## config.mk

```make
export PLATFORM = sky130hd
export DESIGN_NAME = master_speed_fsm
export DESIGN_NICKNAME = d
export VERILOG_FILES = /design/src/rtl/master_speed_pkg.sv /design/src/rtl/master_speed_fsm_button_repeat.sv /design/src/rtl/master_speed_fsm.sv
export SDC_FILE = /design/constraint.sdc
export NUM_CORES = 1
export LEC_CHECK = 0
export CORE_UTILIZATION = 53
export DETAILED_ROUTE_END_ITERATION = 16
export HOLD_SLACK_MARGIN = 0.12
export PLACE_DENSITY = 0.87
export SLEW_MARGIN = 10
export SYNTH_ARGS = -nofsm -noshare
export SYNTH_HDL_FRONTEND = slang
export SYNTH_HIERARCHICAL = 1
export SYNTH_SLANG_ARGS = --single-unit
```

## constraint.sdc

```tcl
create_clock -name clock -period 2.8 [get_ports clock]
set_input_delay 0.56 -clock clock [delete_from_list [all_inputs] [get_ports clock]]
set_output_delay 0.56 -clock clock [all_outputs]
set_load 0.1 [all_outputs]
```

## src/rtl/master_speed_pkg.sv

```systemverilog
// Shared types and width helpers for the speed-control FSM and its button front end.
// Helpers keep every derived width at least one bit for degenerate parameter choices.
package master_speed_pkg;

    typedef enum logic [1:0] {
        ST_IDLE   = 2'd0,
        ST_DELAY  = 2'd1,
        ST_REPEAT = 2'd2
    } rpt_state_t;

    function automatic int unsigned level_width(input int unsigned max_shift);
        return (2 * max_shift + 1 > 1) ? $clog2(2 * max_shift + 1) : 1;
    endfunction

    function automatic int unsigned channel_width(input int unsigned num_channels);
        return (num_channels > 1) ? $clog2(num_channels) : 1;
    endfunction

    function automatic int unsigned count_width(input int unsigned delay, input int unsigned period);
        int unsigned m;
        m = (delay > period) ? delay : period;
        return (m > 1) ? $clog2(m) : 1;
    endfunction

    // The x1 speed sits in the middle of the 0..2*MAX_SHIFT level range.
    function automatic int unsigned level_centre(input int unsigned max_shift);
        return max_shift;
    endfunction

endpackage

```

## src/rtl/master_speed_fsm_button_repeat.sv

```systemverilog
// Edge detection for next/faster/slower plus the DELAY/REPEAT auto-repeat counter.
// Emits a one-cycle step pulse with its direction, and a one-cycle next pulse.
module button_repeat
    import master_speed_pkg::*;
#(
    parameter int unsigned REPEAT_DELAY  = 8,
    parameter int unsigned REPEAT_PERIOD = 4
) (
    input  logic clock,
    input  logic reset,
    input  logic i_next,
    input  logic i_faster,
    input  logic i_slower,
    output logic o_next_pulse,
    output logic o_step,
    output logic o_dir
);

    localparam int unsigned CNT_W = count_width(REPEAT_DELAY, REPEAT_PERIOD);
    localparam logic [CNT_W-1:0] DELAY_LAST  = CNT_W'(REPEAT_DELAY - 1);
    localparam logic [CNT_W-1:0] PERIOD_LAST = CNT_W'(REPEAT_PERIOD - 1);

    logic             r_prev_next;
    logic             r_prev_faster;
    logic             r_prev_slower;
    logic             r_hold_off;
    rpt_state_t       r_state;
    rpt_state_t       w_state_nxt;
    logic [CNT_W-1:0] r_count;
    logic [CNT_W-1:0] w_count_nxt;
    logic             w_next_rise;
    logic             w_single;
    logic             w_press;
    logic             w_step;

    // r_hold_off masks a button still held through reset (history clears to 0,
    // which would otherwise look like a fresh edge); it drops once both are released.
    always_ff @(posedge clock) begin
        if (reset) begin
            r_prev_next   <= 1'b0;
            r_prev_faster <= 1'b0;
            r_prev_slower <= 1'b0;
            r_hold_off    <= 1'b1;
            r_state       <= ST_IDLE;
            r_count       <= '0;
        end else begin
            r_prev_next   <= i_next;
            r_prev_faster <= i_faster;
            r_prev_slower <= i_slower;
            r_hold_off    <= r_hold_off & (i_faster | i_slower);
            r_state       <= w_state_nxt;
            r_count       <= w_count_nxt;
        end
    end

    assign w_next_rise = i_next & ~r_prev_next;
    assign w_single    = i_faster ^ i_slower;
    assign w_press     = w_single & ~r_hold_off &
                         ((i_faster & ~r_prev_faster) | (i_slower & ~r_prev_slower));

    always_comb begin
        w_state_nxt = r_state;
        w_count_nxt = r_count;
        w_step      = 1'b0;
        if (w_next_rise || !w_single) begin
            w_state_nxt = ST_IDLE;
            w_count_nxt = '0;
        end else if (w_press) begin
            w_state_nxt = ST_DELAY;
            w_count_nxt = '0;
            w_step      = 1'b1;
        end else begin
            unique case (r_state)
                ST_IDLE: begin
                    w_count_nxt = '0;
                end
                ST_DELAY: begin
                    if (r_count == DELAY_LAST) begin
                        w_state_nxt = ST_REPEAT;
                        w_count_nxt = '0;
                        w_step      = 1'b1;
                    end else begin
                        w_count_nxt = r_count + 1'b1;
                    end
                end
                ST_REPEAT: begin
                    if (r_count == PERIOD_LAST) begin
                        w_count_nxt = '0;
                        w_step      = 1'b1;
                    end else begin
                        w_count_nxt = r_count + 1'b1;
                    end
                end
                default: begin
                    w_state_nxt = ST_IDLE;
                    w_count_nxt = '0;
                end
            endcase
        end
    end

    assign o_next_pulse = w_next_rise;
    assign o_step       = w_step;
    assign o_dir        = i_faster;

endmodule

```

## src/rtl/master_speed_fsm.sv

```systemverilog
// Multi-channel speed level register file with one-hot shift decode.
// Steps and channel changes come from the button_repeat front end.
module master_speed_fsm
    import master_speed_pkg::*;
#(
    parameter int unsigned MAX_SHIFT     = 2,
    parameter int unsigned NUM_CHANNELS  = 2,
    parameter int unsigned REPEAT_DELAY  = 8,
    parameter int unsigned REPEAT_PERIOD = 4,
    parameter int unsigned WRAP          = 0
) (
    input  logic                                    clock,
    input  logic                                    reset,
    input  logic                                    next,
    input  logic                                    slower,
    input  logic                                    faster,
    output logic [channel_width(NUM_CHANNELS)-1:0]  channel,
    output logic [level_width(MAX_SHIFT)-1:0]       level,
    output logic [MAX_SHIFT-1:0]                    shift_left,
    output logic [MAX_SHIFT-1:0]                    shift_right,
    output logic                                    at_max,
    output logic                                    at_min
);

    localparam int unsigned LW           = level_width(MAX_SHIFT);
    localparam int unsigned CW           = channel_width(NUM_CHANNELS);
    localparam int unsigned LEVEL_CENTRE = level_centre(MAX_SHIFT);
    localparam logic [LW-1:0] LEVEL_MAX  = LW'(2 * MAX_SHIFT);
    localparam logic [LW-1:0] LEVEL_MID  = LW'(LEVEL_CENTRE);
    localparam logic [CW-1:0] CHAN_LAST  = CW'(NUM_CHANNELS - 1);

    logic [LW-1:0] r_level [NUM_CHANNELS];
    logic [CW-1:0] r_channel;
    logic [LW-1:0] w_cur;
    logic [LW-1:0] w_level_nxt;
    logic          w_next_pulse;
    logic          w_step;
    logic          w_dir;

    button_repeat #(
        .REPEAT_DELAY (REPEAT_DELAY),
        .REPEAT_PERIOD(REPEAT_PERIOD)
    ) u_button_repeat (
        .clock       (clock),
        .reset       (reset),
        .i_next      (next),
        .i_faster    (faster),
        .i_slower    (slower),
        .o_next_pulse(w_next_pulse),
        .o_step      (w_step),
        .o_dir       (w_dir)
    );

    assign w_cur = r_level[r_channel];

    always_comb begin
        w_level_nxt = w_cur;
        if (w_dir) begin
            if (w_cur == LEVEL_MAX)
                w_level_nxt = (WRAP != 0) ? '0 : w_cur;
            else
                w_level_nxt = w_cur + 1'b1;
        end else begin
            if (w_cur == '0)
                w_level_nxt = (WRAP != 0) ? LEVEL_MAX : w_cur;
            else
                w_level_nxt = w_cur - 1'b1;
        end
    end

    always_ff @(posedge clock) begin
        if (reset) begin
            for (int unsigned i = 0; i < NUM_CHANNELS; i++)
                r_level[i] <= LEVEL_MID;
            r_channel <= '0;
        end else if (w_next_pulse) begin
            r_channel <= (r_channel == CHAN_LAST) ? '0 : r_channel + 1'b1;
        end else if (w_step) begin
            r_level[r_channel] <= w_level_nxt;
        end
    end

    // Bit k of each one-hot vector marks a distance of k+1 from the centre level.
    always_comb begin
        shift_left  = '0;
        shift_right = '0;
        for (int unsigned k = 0; k < MAX_SHIFT; k++) begin
            shift_left[k]  = (w_cur == LW'(LEVEL_CENTRE + 1 + k));
            shift_right[k] = (w_cur == LW'(LEVEL_CENTRE - 1 - k));
        end
    end

    assign channel = r_channel;
    assign level   = w_cur;
    assign at_max  = (w_cur == LEVEL_MAX);
    assign at_min  = (w_cur == '0);

endmodule

```

==> run_results.csv <==
group,metric,value,unit
run_status,status,"finished clean",
power,p_per_area,388,mW/mm^2
worst_setup_path,arrival,1.94,ns
cts,cts_tree,"yes",
synth,synthCells,107,
synth,synth_area_leaders,"dfxtp_1 (20%), edfxtp_1 (17%), ha_1 (16%), inv_1 (4.8%), mux2i_1 (3.7%)",
sta,drv_slew,0,
sta,skew,0.00627,ns
sta,setup_viol,0,
power,power_frac_clock,0.249,
sta,finalHoldViolCount,0,
power,total_leakage_power,0.567,nW
detailed_routing,dr_total_vias,761,
global_route,grt_pass1_vias,701,
power,power_switching,159,uW
synth,synth_top_area_frac,0.203,
worst_setup_path,worstSetupEndpointType,"output port",
cts,clock-sinks,17,
synth,synthFlopType,"dfxtp_1",
worst_hold_path,hold_class,"reg2reg",
placed_design,numPortBuffers,14,
sta,maxSlewHeadroom,0.684,
detailed_routing,ant_nets,0,
sta,whs,0.452,ns
finish,antennaDiodeCount,0,
die,placementRows,16,
detailed_routing,wl,1800,um
detailed_routing,drcViolationCount,0,
finish,fillCellCount,147,
synth,synthArstFlopShare,0,
sta,fin_crit_sh,0.895,
sta,period_needed,2.50,ns
power,p_comb_frac,0.224,
synth,synth_edf_count,6,
die,initial_core_util,0.559,
flow_run,drv_cap,0,
power,p_int,355,uW
synth,synth_seq_cells,17,
cts,clockBufferDepth,2,
synth,synth.avg_cell_area,10.1,um^2
global_route,grt_max_degree,12,
die,fp.dieH,47.2,um
cts,clk_pin_slew_worst_paths,0.09,ns
synth,synthTopCellsByCount,"ha_1 (14), inv_1 (14), dfxtp_1 (11), nand2_1 (8), nor2_1 (8)",
global_route,grt_pass1_wl,2940,um
power,p_sw_frac,0.309,
worst_setup_path,cp_cell_sequence,"mux2i_1 -> ha_1 -> ha_2 -> buf_12",
worst_setup_path,cp_num_buf_inv,1,
worst_setup_path,worst-setup-path-type,"reg2out",
synth,ys_seq_area_frac,0.369,
die,ios,15,
synth,ys_types,34,
synth,syn_area,0.00108,mm^2
placed_design,gp_congestion,0.890,
cts,cts_setup_buffers,0,
cts,cts_made_buffers,3,
finish,fin_nets,145,
die,die_x,47.2,um
sta,worst_pin_slew,0.465,ns
sta,final.setup.tns,0,ns
worst_setup_path,required,2.24,ns
finish,areaGrowthSynthToFinish,21.9,%
synth,yosys_warnings,6,
worst_setup_path,cpLargestDelayFamily,"adder cells",
detailed_routing,drtPass1Iterations,5,
power,ir_drop,0.000361,V
worst_setup_path,cp_slowest_cell,"dfxtp_1",
die,die_area,0.00223,mm^2
placed_design,dp_hpwl,1470,um
die,core,0.00194,mm^2
worst_setup_path,start_kind,"flip-flop",
finish,drive_gt1_frac,0.272,
cts,cts_resized,0,
cts,cts_root_buf,"clkbuf_4",
worst_setup_path,critical_path.max_stage_delay,0.43,ns
synth,syn-num-nets,126,
sta,max_freq,399,MHz
synth,synth_area_leader_cell,"dfxtp_1",
cts,clk_latency,0.29,ns
sta,rsz0062_at_grt,"no",
detailed_routing,viasPerCell,5.01,
global_route,grt-ovfl-total,0,
global_route,grtUsageTotal,0.193,
power,seq_power_share,0.527,
detailed_routing,drt_iter0_markers,14,
global_route,antenna_found_initial,0,
cts,cts_max_level,1,
detailed_routing,wl_per_cell,11.8,um
worst_setup_path,critPathMaxFanout,4,
cts,ctsHoldBuffers,0,
per-stage QoR:
stage                     worst slack, ns  power, mW  area [um^2]   util  instances
after floorplan                     0.226      0.364         1100      -        107
after global placement              0.172      0.388         1300  0.668        148
after detailed placement            0.130      0.391         1300  0.668        148
after CTS                           0.260      0.518         1320  0.681        152
after global routing                0.125      0.543         1320  0.681        152
final                               0.295      0.514         1320  0.681        152
final timing paths:
| path | from | to | slack [ns] | depth (start not counted) |
|---|---|---|---|---|
| setup / recovery | flip-flop | at_min | 0.30 | 4 |
| hold / removal | u_button_repeat/r_count[0]$_SDFF_PP0_ | u_button_repeat/r_count[0]$_SDFF_PP0_ | 0.45 | 1 |
| setup reg to reg | flip-flop | r_level[1][1]$_SDFFCE_PN1P_ | 0.50 | 6 |
| hold reg to reg | u_button_repeat/r_count[0]$_SDFF_PP0_ | u_button_repeat/r_count[0]$_SDFF_PP0_ | 0.45 | 1 |
power groups by stage:
stage	clock network (mW)	registers [mW]	logic, mW
6_report	0.128	0.271	0.115
5_1_grt	0.147	0.272	0.124
4_1_cts	0.131	0.271	0.116
3_5_place_dp	0	0.276	0.115
3_3_place_gp	0	0.276	0.112
2_1_floorplan	0	0.286	0.0778
worst reg2reg max path, delay by kind of cell, from the launching register on:
family / cells / cell delay [ns]
DFF: 1 / 0.43
muxes: 1 / 0.40
and+or+nand+nor: 2 / 0.37
AOI/OAI and AO/OA: 1 / 0.23
adders and majority gates: 2 / 0.63
cell families (layout without fill, tap and decap cells):
kind of cell	Yosys count	count (layout)	synth area share
buffers and inverters	18	36	0.0727
multiplexers	5	5	0.0496
AND/OR/NAND/NOR	37	37	0.220
flip-flops	17	17	0.369
AO/OA/AOI/OAI	15	15	0.119
adder cells (fa/ha/maj)	14	14	0.161
XOR/XNOR	1	1	0.00808
per-layer routing:
layer,up-vias,share of wire,track usage
met1,352,0.52,0.277
li1,393,-,-
met4,0,0.011,0.0857
met5,-,0,0
met2,12,0.44,0.271
met3,4,0.032,0.0462
flip-flops by register name, summed over array words and instances (netlist names), named ones only:
signal and cells:
u_button_repeat/r_hold_off 1, u_button_repeat/r_prev_next 1, u_button_repeat/r_count 3, u_button_repeat/r_state 2, u_button_repeat/r_prev_slower 1, r_level 6, channel 1, u_button_repeat/r_prev_faster 1
cell type report:
| type | instances | area (um^2) | area share |
|---|---|---|---|
| Multi-Input combinational cell | 72 | 618 | 0.467 |
| Sequential cell | 17 | 400 | 0.303 |
| Timing Repair Buffer | 17 | 188 | 0.142 |
| Inverter | 15 | 56.3 | 0.0426 |
| Tap cell | 27 | 33.8 | 0.0255 |
| Clock buffer | 4 | 26.3 | 0.0199 |
cell usage in the layout, fill, tap and decap left out, drive strengths merged, types with 3 or more instances in the layout:
cell,count
inv,15
ha,14
buf,13
dfxtp,11
nand2,8
nor2,8
edfxtp,6
mux2i,5
nor2b,5
clkdlybuf4s50,4
a21oi,4
clkbuf,4
nand2b,4
o21ai,3
nor3,3
Power figures use the tool's default switching activity.
